### src/rtl/md_issue_ctrl.sv
// Issue/sequencing controller for the shared multiply-divide unit in EX.
// Optional feature: define MD_DIV0_FAST_EN to finish divides by zero after one busy cycle.
module md_issue_ctrl #(
  parameter int MULT_CYC = 5,
  parameter int DIV_CYC  = 10
) (
  input  logic       clk,
  input  logic       reset,
  input  logic       ex_valid,
  input  logic [3:0] ex_op,
  input  logic       ex_flush,
  input  logic       cancel,
  input  logic       div_b_zero,
  output logic       stall,
  output logic       md_start,
  output logic [1:0] md_op,
  output logic       md_stop,
  output logic       md_done,
  output logic       hilo_wr,
  output logic       hilo_sel,
  output logic       busy
);

  typedef enum logic [1:0] {
    S_IDLE = 2'd0,
    S_BUSY = 2'd1,
    S_DONE = 2'd2
  } state_t;

  state_t      state_q, state_d;
  logic [31:0] cnt_q, cnt_d;

  logic is_start, is_write, is_div, is_md, issue_ok, fast_div0;
  logic start_c, stop_c, done_c, wr_c, sel_c, stall_c;
  logic [1:0] op_c;

  always_comb begin
    is_start = (ex_op >= 4'd1) && (ex_op <= 4'd4);
    is_div   = (ex_op == 4'd3) || (ex_op == 4'd4);
    is_write = (ex_op == 4'd7) || (ex_op == 4'd8);
    is_md    = (ex_op >= 4'd1) && (ex_op <= 4'd8);
    issue_ok = ex_valid && !ex_flush;
  end

`ifdef MD_DIV0_FAST_EN
  assign fast_div0 = is_div && div_b_zero;
`else
  logic unused_div_b_zero;
  assign unused_div_b_zero = div_b_zero;
  assign fast_div0         = 1'b0;
`endif

  always_comb begin
    state_d = state_q;
    cnt_d   = cnt_q;
    start_c = 1'b0;
    op_c    = 2'd0;
    stop_c  = 1'b0;
    done_c  = 1'b0;
    wr_c    = 1'b0;
    sel_c   = 1'b0;
    case (state_q)
      S_IDLE: begin
        // Reads need nothing here: HI/LO are stable whenever the unit is idle.
        if (issue_ok && is_start) begin
          start_c = 1'b1;
          op_c    = 2'(ex_op - 4'd1);
          state_d = S_BUSY;
          if (fast_div0)   cnt_d = 32'd0;
          else if (is_div) cnt_d = 32'(DIV_CYC - 1);
          else             cnt_d = 32'(MULT_CYC - 1);
        end else if (issue_ok && is_write) begin
          wr_c  = 1'b1;
          sel_c = (ex_op == 4'd8);
        end
      end
      S_BUSY: begin
        // Cancel wins over completion so a killed op never writes HI/LO.
        if (cancel) begin
          stop_c  = 1'b1;
          state_d = S_IDLE;
          cnt_d   = 32'd0;
        end else if (cnt_q == 32'd0) begin
          state_d = S_DONE;
        end else begin
          cnt_d = cnt_q - 32'd1;
        end
      end
      S_DONE: begin
        done_c  = 1'b1;
        state_d = S_IDLE;
      end
      default: begin
        state_d = S_IDLE;
        cnt_d   = 32'd0;
      end
    endcase
    stall_c = ex_valid && is_md && (state_q != S_IDLE);
  end

  always_ff @(posedge clk or negedge reset) begin
    if (!reset) begin
      state_q <= S_IDLE;
      cnt_q   <= 32'd0;
    end else begin
      state_q <= state_d;
      cnt_q   <= cnt_d;
    end
  end

  // Combinational issue strobes are masked so nothing leaks out while reset is held.
  always_comb begin
    stall    = reset && stall_c;
    md_start = reset && start_c;
    md_op    = reset ? op_c : 2'd0;
    md_stop  = reset && stop_c;
    md_done  = reset && done_c;
    hilo_wr  = reset && wr_c;
    hilo_sel = reset && sel_c;
    busy     = reset && (state_q != S_IDLE);
  end

endmodule

### config.mk
export PLATFORM = sky130hd
export DESIGN_NAME = md_issue_ctrl
export DESIGN_NICKNAME = d
export VERILOG_FILES = /design/src/rtl/md_issue_ctrl.sv
export SDC_FILE = /design/constraint.sdc
export NUM_CORES = 1
export LEC_CHECK = 0
export ABC_CLOCK_PERIOD_IN_PS = 4900
export BUFFER_PORTS_ARGS = -buffer_cell sky130_fd_sc_hd__clkbuf_2
export CAP_MARGIN = 40
export CORE_MARGIN = 2
export CORE_UTILIZATION = 63
export DETAILED_ROUTE_END_ITERATION = 6
export PLACE_DENSITY = 0.84
export SYNTH_ARGS = -nofsm -noshare
export SYNTH_HDL_FRONTEND = slang
export SYNTH_SLANG_ARGS = --single-unit
### constraint.sdc
create_clock -name clk -period 4.9 [get_ports clk]
set_input_delay 0.98 -clock clk [delete_from_list [all_inputs] [get_ports clk]]
set_output_delay 0.98 -clock clk [all_outputs]
set_load 0.02 [all_outputs]
==> results of run 1 <==
[synth_stat cells (2+ instances only)]
master | n | area [um2]
a31oi_1 | 2 | 12.5
o31ai_1 | 4 | 30.0
nor2b_1 | 5 | 31.3
o2111ai_1 | 3 | 26.3
buf_2 | 4 | 20.0
o41ai_1 | 2 | 17.5
xor2_1 | 3 | 26.3
nand3_1 | 4 | 20.0
nor2_1 | 23 | 86.3
or4_1 | 6 | 45.0
clkbuf_1 | 5 | 18.8
ha_1 | 5 | 62.6
dfrtp_1 | 34 | 851
o21ai_0 | 20 | 100
nand2_1 | 16 | 60.1
and4_1 | 3 | 26.3
a31o_2 | 2 | 17.5
nor3_1 | 10 | 50.1
or2_2 | 2 | 12.5
or4b_1 | 2 | 20.0
nand2b_1 | 3 | 18.8
or3_1 | 14 | 87.6
a21oi_1 | 22 | 110
and3_1 | 2 | 12.5
mux2i_1 | 3 | 30.0
or3b_1 | 2 | 17.5
nor4_1 | 3 | 18.8
inv_1 | 11 | 41.3
nand3b_1 | 3 | 22.5
nand4_1 | 8 | 50.1
[cell usage in the layout (no fill, tap or decap), types with 4 or more instances in the layout]
cell | synthesis | final
nor2b_1 | 5 | 5
nand3_1 | 4 | 4
a21oi_1 | 22 | 22
clkbuf_4 | 0 | 5
inv_1 | 11 | 11
buf_4 | 0 | 4
or4_1 | 6 | 6
dfrtp_1 | 34 | 34
o31ai_1 | 4 | 4
or3_1 | 14 | 14
nand2_1 | 16 | 16
nand4_1 | 8 | 8
ha_1 | 5 | 5
nor2_1 | 23 | 23
o21ai_0 | 20 | 20
clkbuf_2 | 0 | 17
nor3_1 | 10 | 10
[routing by layer]
layer / vias to the layer above / wire length [um] / GRT usage, %
met5: - / 0 / 0
met4: 0 / 90 / 10.0
met3: 9 / 247 / 5.62
met2: 58 / 2080 / 41.7
met1: 887 / 2030 / 34.6
li1: 954 / - / -
[cell families after synthesis]
| logic type | synth area share, % |
|---|---|
| adders and majority gates | 2.94 |
| DFF | 40.0 |
| and+or+nand+nor | 30.8 |
| AOI/OAI and AO/OA | 19.5 |
| buffers and inverters | 3.76 |
| xor gates and xnor gates | 1.65 |
| muxes | 1.41 |
[final cells by class]
class / instances / area [um2] / area share, %
timing repair buffer: 21 / 115 / 4.91
clock buffer: 6 / 51.3 / 2.19
tap: 46 / 57.6 / 2.46
inverter: 11 / 41.3 / 1.76
sequential: 34 / 851 / 36.3
clock inverter: 1 / 30.0 / 1.28
multi-input combinational: 189 / 1200 / 51.1
[worst max path at each step]
stage                     startpoint       end
final                       ex_op[0]  md_op[0]
after global routing        ex_op[0]  md_op[0]
after CTS                   ex_op[0]  md_op[0]
after detailed placement    ex_op[0]  md_op[0]
after global placement      ex_op[0]  md_op[1]
after floorplan             ex_op[0]  md_op[0]
[stage by stage]
stage / utilization [%] / hold slack [ps] / cells / setup slack, ps
finish: 71.3 / 547 / 308 / 1470
global route: 71.3 / 559 / 308 / 1360
global placement: 68.8 / 512 / 301 / 1490
floorplan: - / 493 / 243 / 1650
detailed placement: 68.8 / 525 / 301 / 1460
CTS: 71.3 / 544 / 308 / 1460
[critical path, delay by kind of cell]
| kind | cells | cell delay [ps] |
|---|---|---|
| buffers and inverters | 3 | 360 |
| adders and majority gates | 1 | 180 |
| and+or+nand+nor | 4 | 920 |
[flip-flops by register name (all words and copies together), names as in the netlist]
name / count
cnt_q: 32
state_q: 2
[power breakdown]
part / switching [mW] / internal [mW] / leakage (nW) / total [mW]
sequential: 0.111 / 0.381 / 0.462 / 0.492
clock: 0.0971 / 0.119 / 0.0443 / 0.216
combinational: 0.435 / 0.269 / 0.526 / 0.704
==> reports/qor.log, run 1 <==
INFO  power          static_leakage=1.03nW
INFO  synth          yosys.cell_types.count=47
INFO  clock_tree     worst_skew_pair.late_latency=350ps
INFO  drt            drc=0
INFO  outcome        outcome=completed
INFO  finish         final.fill_count=276
INFO  clock_tree     cts_max_path_buffers=2
INFO  drt            detailedRoute.firstIterationViolations=110
INFO  power          totalPowerFinal=1.41mW
INFO  clock_tree     ctsResizeCount=0
INFO  synth          number_of_enable_flip_flop_cells_after_synthesis=0
INFO  synth          postSynth.asyncResetShare=100%
INFO  place          numPortBuffers=17
INFO  clock_tree     post_cts_hold_buffer_count=0
INFO  setup_path     timing.critical_path.fanout_max=4
INFO  synth          synth.yosys.seq_area_share=40.0%
INFO  synth          synth_flop_cell=dfrtp_1
INFO  grt            leftover_overflow_at_the_end_of_global_routing=0
INFO  timing         rsz_0062_raised_after_global_routing=false
INFO  clock_tree     post_cts.repair.setup_buffers=0
INFO  timing         finalCriticalPeriod=3430ps
INFO  setup_path     crit-reg2reg-capture=cnt_q[13]$_DFFE_PN0P_
INFO  finish         finish.net_count=277
INFO  timing         finalCritPeriodShare=70.1%
INFO  floorplan      number_of_rows_in_the_core_area=21
INFO  synth          syn_area_cell=8.75um2
INFO  hold_path      worst_hold_path.endpoint=cnt_q[20]$_DFFE_PN0P_
INFO  synth          postSynthNetCount=258
INFO  drt            dr_total_vias=1908
INFO  power          power.density_cell_area=603nW/um2
INFO  hold_path      worst_min_delay_path_category=flop to flop
INFO  setup_path     r2r_setup_slack=2110ps
INFO  finish         final_design_area_no_fill=2340um2
INFO  timing         least_margin_pin_slew=741ps
INFO  clock_tree     htree_levels=2
INFO  timing         worst_clock_skew=11.4ps
INFO  timing         finalSetupTns=0ps
INFO  timing         timing.final.max_slew_violations=0
INFO  run            max_cap_viol_count=0
INFO  setup_path     worst_path_most_repeated_cell=clkbuf_2
INFO  floorplan      initial_core_util=64.8%
INFO  clock_tree     numCtsBuffers=5
INFO  hold_path      timing.hold.worst_path_depth=1
INFO  synth          ys_ff_latch=34
INFO  synth          synthesis.yosys.warnings=0
INFO  finish         layout_cells_sized_above_1=14.1%
INFO  floorplan      die-area=3860um2
INFO  hold_path      hold_path_startpoint=cnt_q[20]$_DFFE_PN0P_
INFO  floorplan      io_pins=19
INFO  setup_path     setup.worst_path.end_class=output pin
INFO  setup_path     critical_path_class=input port to output pin
INFO  floorplan      width_of_the_chip=62.1um
INFO  place          place_hpwl=3260um
INFO  grt            largest_net_degree_at_the_start_of_global_routing=23
INFO  timing         finalHoldViolations=0
INFO  drt            detail-route-antenna-nets=0
INFO  setup_path     crit_path_start_kind=input port
INFO  clock_tree     cts-root-buf=clkbuf_4
INFO  drt            postRouteWirelength=4440um
INFO  setup_path     cp_arrival=2450ps
INFO  timing         fmaxAchievable=0.291GHz
INFO  timing         slew_headroom=50.2%
INFO  drt            via_per_inst=6.19
INFO  synth          mappedNetlistArea=2130um2
INFO  power          vdd_drop_max=324uV
INFO  drt            detail_route.wl_per_cell=14.4um
INFO  grt            grt_pass1_vias=1784
INFO  finish         layout-area-overhead-vs-synth=10.1%
INFO  setup_path     critical_path.reg2reg.startpoint=cnt_q[12]$_DFFE_PN0P_
INFO  place          weighted_congestion_at_the_end_of_routability_driven_global_placement=0.951
INFO  clock_tree     clock_sinks=34
INFO  clock_tree     clk_pin_slew=110ps
INFO  timing         timing.final.setup_violations=0
INFO  floorplan      core=3280um2
INFO  setup_path     list_of_cells_traversed_by_the_critical_path=clkbuf_2 -> inv_1 -> ha_1 -> nor3b_1 -> or3_1 -> or2_2 -> nor2_1 -> clkbuf_2
INFO  clock_tree     tritoncts=yes
INFO  synth          synthesis.instances=243
INFO  drt            dr.pass1.iters=4
INFO  finish         antenna_cells=0
INFO  place          placed_cell_area=2260um2
INFO  setup_path     cpPeakStageDelay=340ps
INFO  grt            grt_antenna_before_repair=0
INFO  grt            gr-usage-all-layers=25.9%
INFO  setup_path     crit_path_top_delay_cell=or3_1
INFO  setup_path     worstPathRequired=3920ps
INFO  floorplan      dieHeight=62.1um
INFO  setup_path     worstRegToRegCells=6
INFO  grt            grt_pass1_wl=7980um
Power figures use the tool's default switching activity.
==> run 2: changes to the inputs <==
Settings changed: ABC_AREA from default to 1, ABC_CLOCK_PERIOD_IN_PS 4900 to 2880, CORE_UTILIZATION 63 to 55, PLACE_DENSITY 0.84 to 0.76.
Clock period 4.9 ns to 2.88 ns, I/O delays scaled along.
==> run 2 against run 1 <==
- global-route usage up 1.6 points
- core utilization down 9.1 points
- area after synthesis up 31%
- sequential share of layout area down 7.8 points
- non-clock buffer count unchanged
==> reports/qor.log, run 2 <==
INFO  timing         finalCritPeriodShare=80.4%
INFO  clock_tree     tritoncts=yes [unchanged]
INFO  clock_tree     cts_max_path_buffers=2 [unchanged]
INFO  synth          yosys.cell_types.count=38 [was 47]
INFO  timing         timing.final.setup_violations=0 [unchanged]
INFO  place          placed_cells=494 [was 301]
INFO  floorplan      dieHeight=75.1um [was 62.1 um]
INFO  finish         most_common_cell_after_layout_fill_and_taps_aside=nand2_1 [was dfrtp_1]
INFO  floorplan      core=4790um2 [was 3280 um2]
INFO  drt            postRouteWirelength=6870um [was 4440 um]
INFO  synth          synth_area_leader_cell=dfrtp_1 [unchanged]
INFO  finish         largest_register=cnt_q [unchanged]
INFO  floorplan      io_pins=19 [unchanged]
INFO  setup_path     critical_path_class=input port to output pin [unchanged]
INFO  synth          synth.yosys.seq_area_share=30.6% [was 40.0%]
INFO  finish         layout.cells.most_common_list=nand2_1 (119), nor2_1 (85), inv_1 (40), dfrtp_1 (34), nand3_1 (20) [was dfrtp_1 (34), nor2_1 (23), a21oi_1 (22), o21ai_0 (20), clkbuf_2 (17)]
INFO  finish         final_design_area_no_fill=2980um2 [was 2340 um2]
INFO  setup_path     cpPeakStageDelay=190ps [was 340 ps]
INFO  place          numPortBuffers=17 [unchanged]
INFO  clock_tree     post_cts.repair.setup_buffers=0 [unchanged]
INFO  grt            grt_antenna_before_repair=0 [unchanged]
INFO  synth          ys_ff_latch=34 [unchanged]
INFO  synth          yosys.area.top_type_share=30.6% [was 40.0%]
INFO  setup_path     worstPathRequired=2300ps [was 3920 ps]
INFO  grt            grt_pass1_wl=11800um [was 7980 um]
INFO  finish         finish.net_count=449 [was 277]
INFO  outcome        outcome=completed [unchanged]
INFO  timing         worst_clock_skew=7.59ps [was 11.4 ps]
INFO  synth          synth_flop_cell=dfrtp_1 [unchanged]
INFO  drt            detail-route-antenna-nets=0 [unchanged]
INFO  drt            detailedRoute.firstIterationViolations=213 [was 110]
INFO  grt            grt_pass1_vias=2579 [was 1784]
INFO  synth          synthesis.yosys.warnings=0 [unchanged]
INFO  place          placed_cell_area=2900um2 [was 2260 um2]
INFO  place          weighted_congestion_at_the_end_of_routability_driven_global_placement=0.912 [was 0.951]
INFO  clock_tree     worst_skew_pair.late_latency=300ps [was 350 ps]
INFO  floorplan      initial_core_util=58.0% [was 64.8%]
INFO  finish         layout-area-overhead-vs-synth=7.26% [was 10.1%]
INFO  timing         finalCriticalPeriod=2320ps
INFO  finish         final.fill_count=451 [was 276]
INFO  timing         finalSetupTns=0ps [unchanged]
INFO  timing         least_margin_pin_slew=541ps [was 741 ps]
INFO  timing         finalHoldViolations=0 [unchanged]
INFO  place          place_hpwl=5100um [was 3260 um]
INFO  drt            dr.pass1.iters=4 [unchanged]
INFO  floorplan      number_of_rows_in_the_core_area=25 [was 21]
INFO  drt            dr_total_vias=2668 [was 1908]
INFO  finish         reg.largest.list=cnt_q (32), state_q (2) [unchanged]
INFO  setup_path     crit_path_start_kind=input port [unchanged]
INFO  power          power.density_cell_area=807nW/um2 [was 603 nW/um2]
INFO  finish         max_reg_flops=32 [unchanged]
INFO  grt            largest_net_degree_at_the_start_of_global_routing=32 [was 23]
INFO  setup_path     setup.worst_path.end_class=output pin [unchanged]
INFO  synth          netlist_top_cells_area=dfrtp_1 (31%), nand2_1 (16%), nor2_1 (12%), inv_1 (5.4%), nand3_2 (4.7%) [was dfrtp_1 (40%), a21oi_1 (5.2%), o21ai_0 (4.7%), or3_1 (4.1%), nor2_1 (4.1%)]
INFO  clock_tree     cts-root-buf=clkbuf_8 [was clkbuf_4]
INFO  setup_path     crit_path_top_delay_cell=ha_1 [was or3_1]
INFO  synth          synthesis.instances=415 [was 243]
INFO  timing         slew_headroom=63.9% [was 50.2%]
INFO  grt            gr-usage-all-layers=27.5% [was 25.9%]
INFO  synth          syn_area_cell=6.69um2 [was 8.75 um2]
INFO  clock_tree     numCtsBuffers=5 [unchanged]
INFO  finish         area_of_the_multi_input_gates=1680um2 [was 1200 um2]
INFO  drt            drc=0 [unchanged]
INFO  synth          number_of_enable_flip_flop_cells_after_synthesis=0 [unchanged]
INFO  setup_path     timing.critical_path.fanout_max=4 [unchanged]
INFO  floorplan      die-area=5630um2 [was 3860 um2]
INFO  synth          synth.most_common_cell=nand2_1 [was dfrtp_1]
INFO  timing         timing.final.max_slew_violations=0 [unchanged]
INFO  power          static_leakage=1.60nW [was 1.03 nW]
INFO  clock_tree     clk_pin_slew=70ps [was 110 ps]
INFO  synth          postSynth.asyncResetShare=100% [unchanged]
INFO  clock_tree     ctsResizeCount=0 [unchanged]
INFO  clock_tree     post_cts_hold_buffer_count=0 [unchanged]
INFO  grt            leftover_overflow_at_the_end_of_global_routing=0 [unchanged]
INFO  setup_path     list_of_cells_traversed_by_the_critical_path=clkbuf_2 -> inv_1 -> ha_1 -> inv_1 -> o21ai_1 -> nand2_1 -> nand2_2 -> nor2_1 -> nand2_1 -> nor2_1 -> clkbuf_2 [was clkbuf_2 -> inv_1 -> ha_1 -> nor3b_1 -> or3_1 -> or2_2 -> nor2_1 -> clkbuf_2]
INFO  hold_path      worst_min_delay_path_category=input port to asynchronous set/reset pin [was flop to flop]
INFO  floorplan      width_of_the_chip=75.1um [was 62.1 um]
INFO  synth          ys_top_cells_by_count=nand2_1 (119), nor2_1 (86), inv_1 (40) [was dfrtp_1 (34), nor2_1 (23), a21oi_1 (22)]
INFO  clock_tree     clock_sinks=34 [unchanged]
INFO  power          vdd_drop_max=425uV [was 324 uV]
INFO  clock_tree     htree_levels=2 [unchanged]
INFO  timing         rsz_0062_raised_after_global_routing=false [unchanged]
INFO  finish         antenna_cells=0 [unchanged]
INFO  timing         fmaxAchievable=0.432GHz
INFO  run            max_cap_viol_count=0 [unchanged]
INFO  finish         layout_cells_sized_above_1=17.1% [was 14.1%]
INFO  drt            via_per_inst=5.34 [was 6.19]
INFO  finish         layout.area.seq=851um2 [unchanged]
INFO  drt            detail_route.wl_per_cell=13.7um [was 14.4 um]
INFO  synth          mappedNetlistArea=2780um2 [was 2130 um2]
INFO  setup_path     cp_arrival=1740ps [was 2450 ps]
INFO  finish         final_cell_count_no_fill=500 [was 308]
INFO  synth          postSynthNetCount=430 [was 258]
-- run 2: cell types whose count changed in the layout (fill, tap and decap cells not counted), sizes merged, moves of 15 or more --
cell	delta
a21oi	-20
inv	+32
nand2	+111
nand3	+29
nor2	+74
or3	-15
-- run 2: cell type report --
type                       instances  area share, %
sequential                        34           28.6
inverter                          43           5.67
multi-input combinational        329           56.3
tap                               67           2.82
clock buffer                       6           2.77
timing repair buffer              21           3.87
-- run 2: cells by family (layout without fill, tap and decap cells) --
group	Yosys count	after routing	share of synthesized area, %
DFF	34	34	30.6
and+or+nand+nor	283	283	47.0
xor gates and xnor gates	8	8	2.52
adders and majority gates	5	5	2.25
buffers and inverters	52	70	9.06
AOI/OAI and AO/OA	33	33	8.47
-- run 2: worst paths after layout --
| kind | start | to | slack, ps | cells after the start |
|---|---|---|---|---|
| worst max-delay path | ex_op[0] | md_op[1] | 560 | 11 |
| worst min-delay path | reset | cnt_q[20]$_DFFE_PN0P_ | 270 | 2 |
| worst max register to register | cnt_q[0]$_DFFE_PN0P_ | cnt_q[18]$_DFFE_PN0P_ | 730 | 11 |
| worst min register to register | cnt_q[0]$_DFFE_PN0P_ | cnt_q[0]$_DFFE_PN0P_ | 510 | 2 |
| max in group asynchronous | reset | cnt_q[17]$_DFFE_PN0P_ | 2370 | 2 |
| min in group clk | cnt_q[0]$_DFFE_PN0P_ | cnt_q[0]$_DFFE_PN0P_ | 510 | 2 |
-- run 2: per-layer routing --
metal / vias up / track usage (%) / share of wire [%]
met1: 1225 / 36.2 / 45
met3: 15 / 4.82 / 5.4
met2: 71 / 44.7 / 48
met5: - / 0 / 0
li1: 1357 / - / -
met4: 0 / 11.3 / 2.1
-- run 2: worst max-delay path: cells and delay by family --
kind / cells / cell delay, ps
buffers and inverters: 4 / 420
adders and majority gates: 1 / 190
AOI/OAI and AO/OA: 1 / 60
and+or+nand+nor: 5 / 500
-- run 2: report_power, final --
group          total [mW]  internal (mW)  leakage [nW]  switching, mW
clock network       0.362          0.184        0.0431          0.178
logic                1.42          0.452          1.09          0.964
registers           0.626          0.549         0.467         0.0766
total                2.40           1.19          1.60           1.22
-- run 2: stage by stage --
stage	util, %	setup WS (ps)	total power, mW	hold WS (ps)
5_1_grt	62.2	436	2.62	291
3_3_place_gp	60.5	589	1.98	466
6_report	62.2	564	2.40	271
3_5_place_dp	60.5	550	2.02	486
2_1_floorplan	-	613	1.74	280
4_1_cts	62.2	548	2.39	275
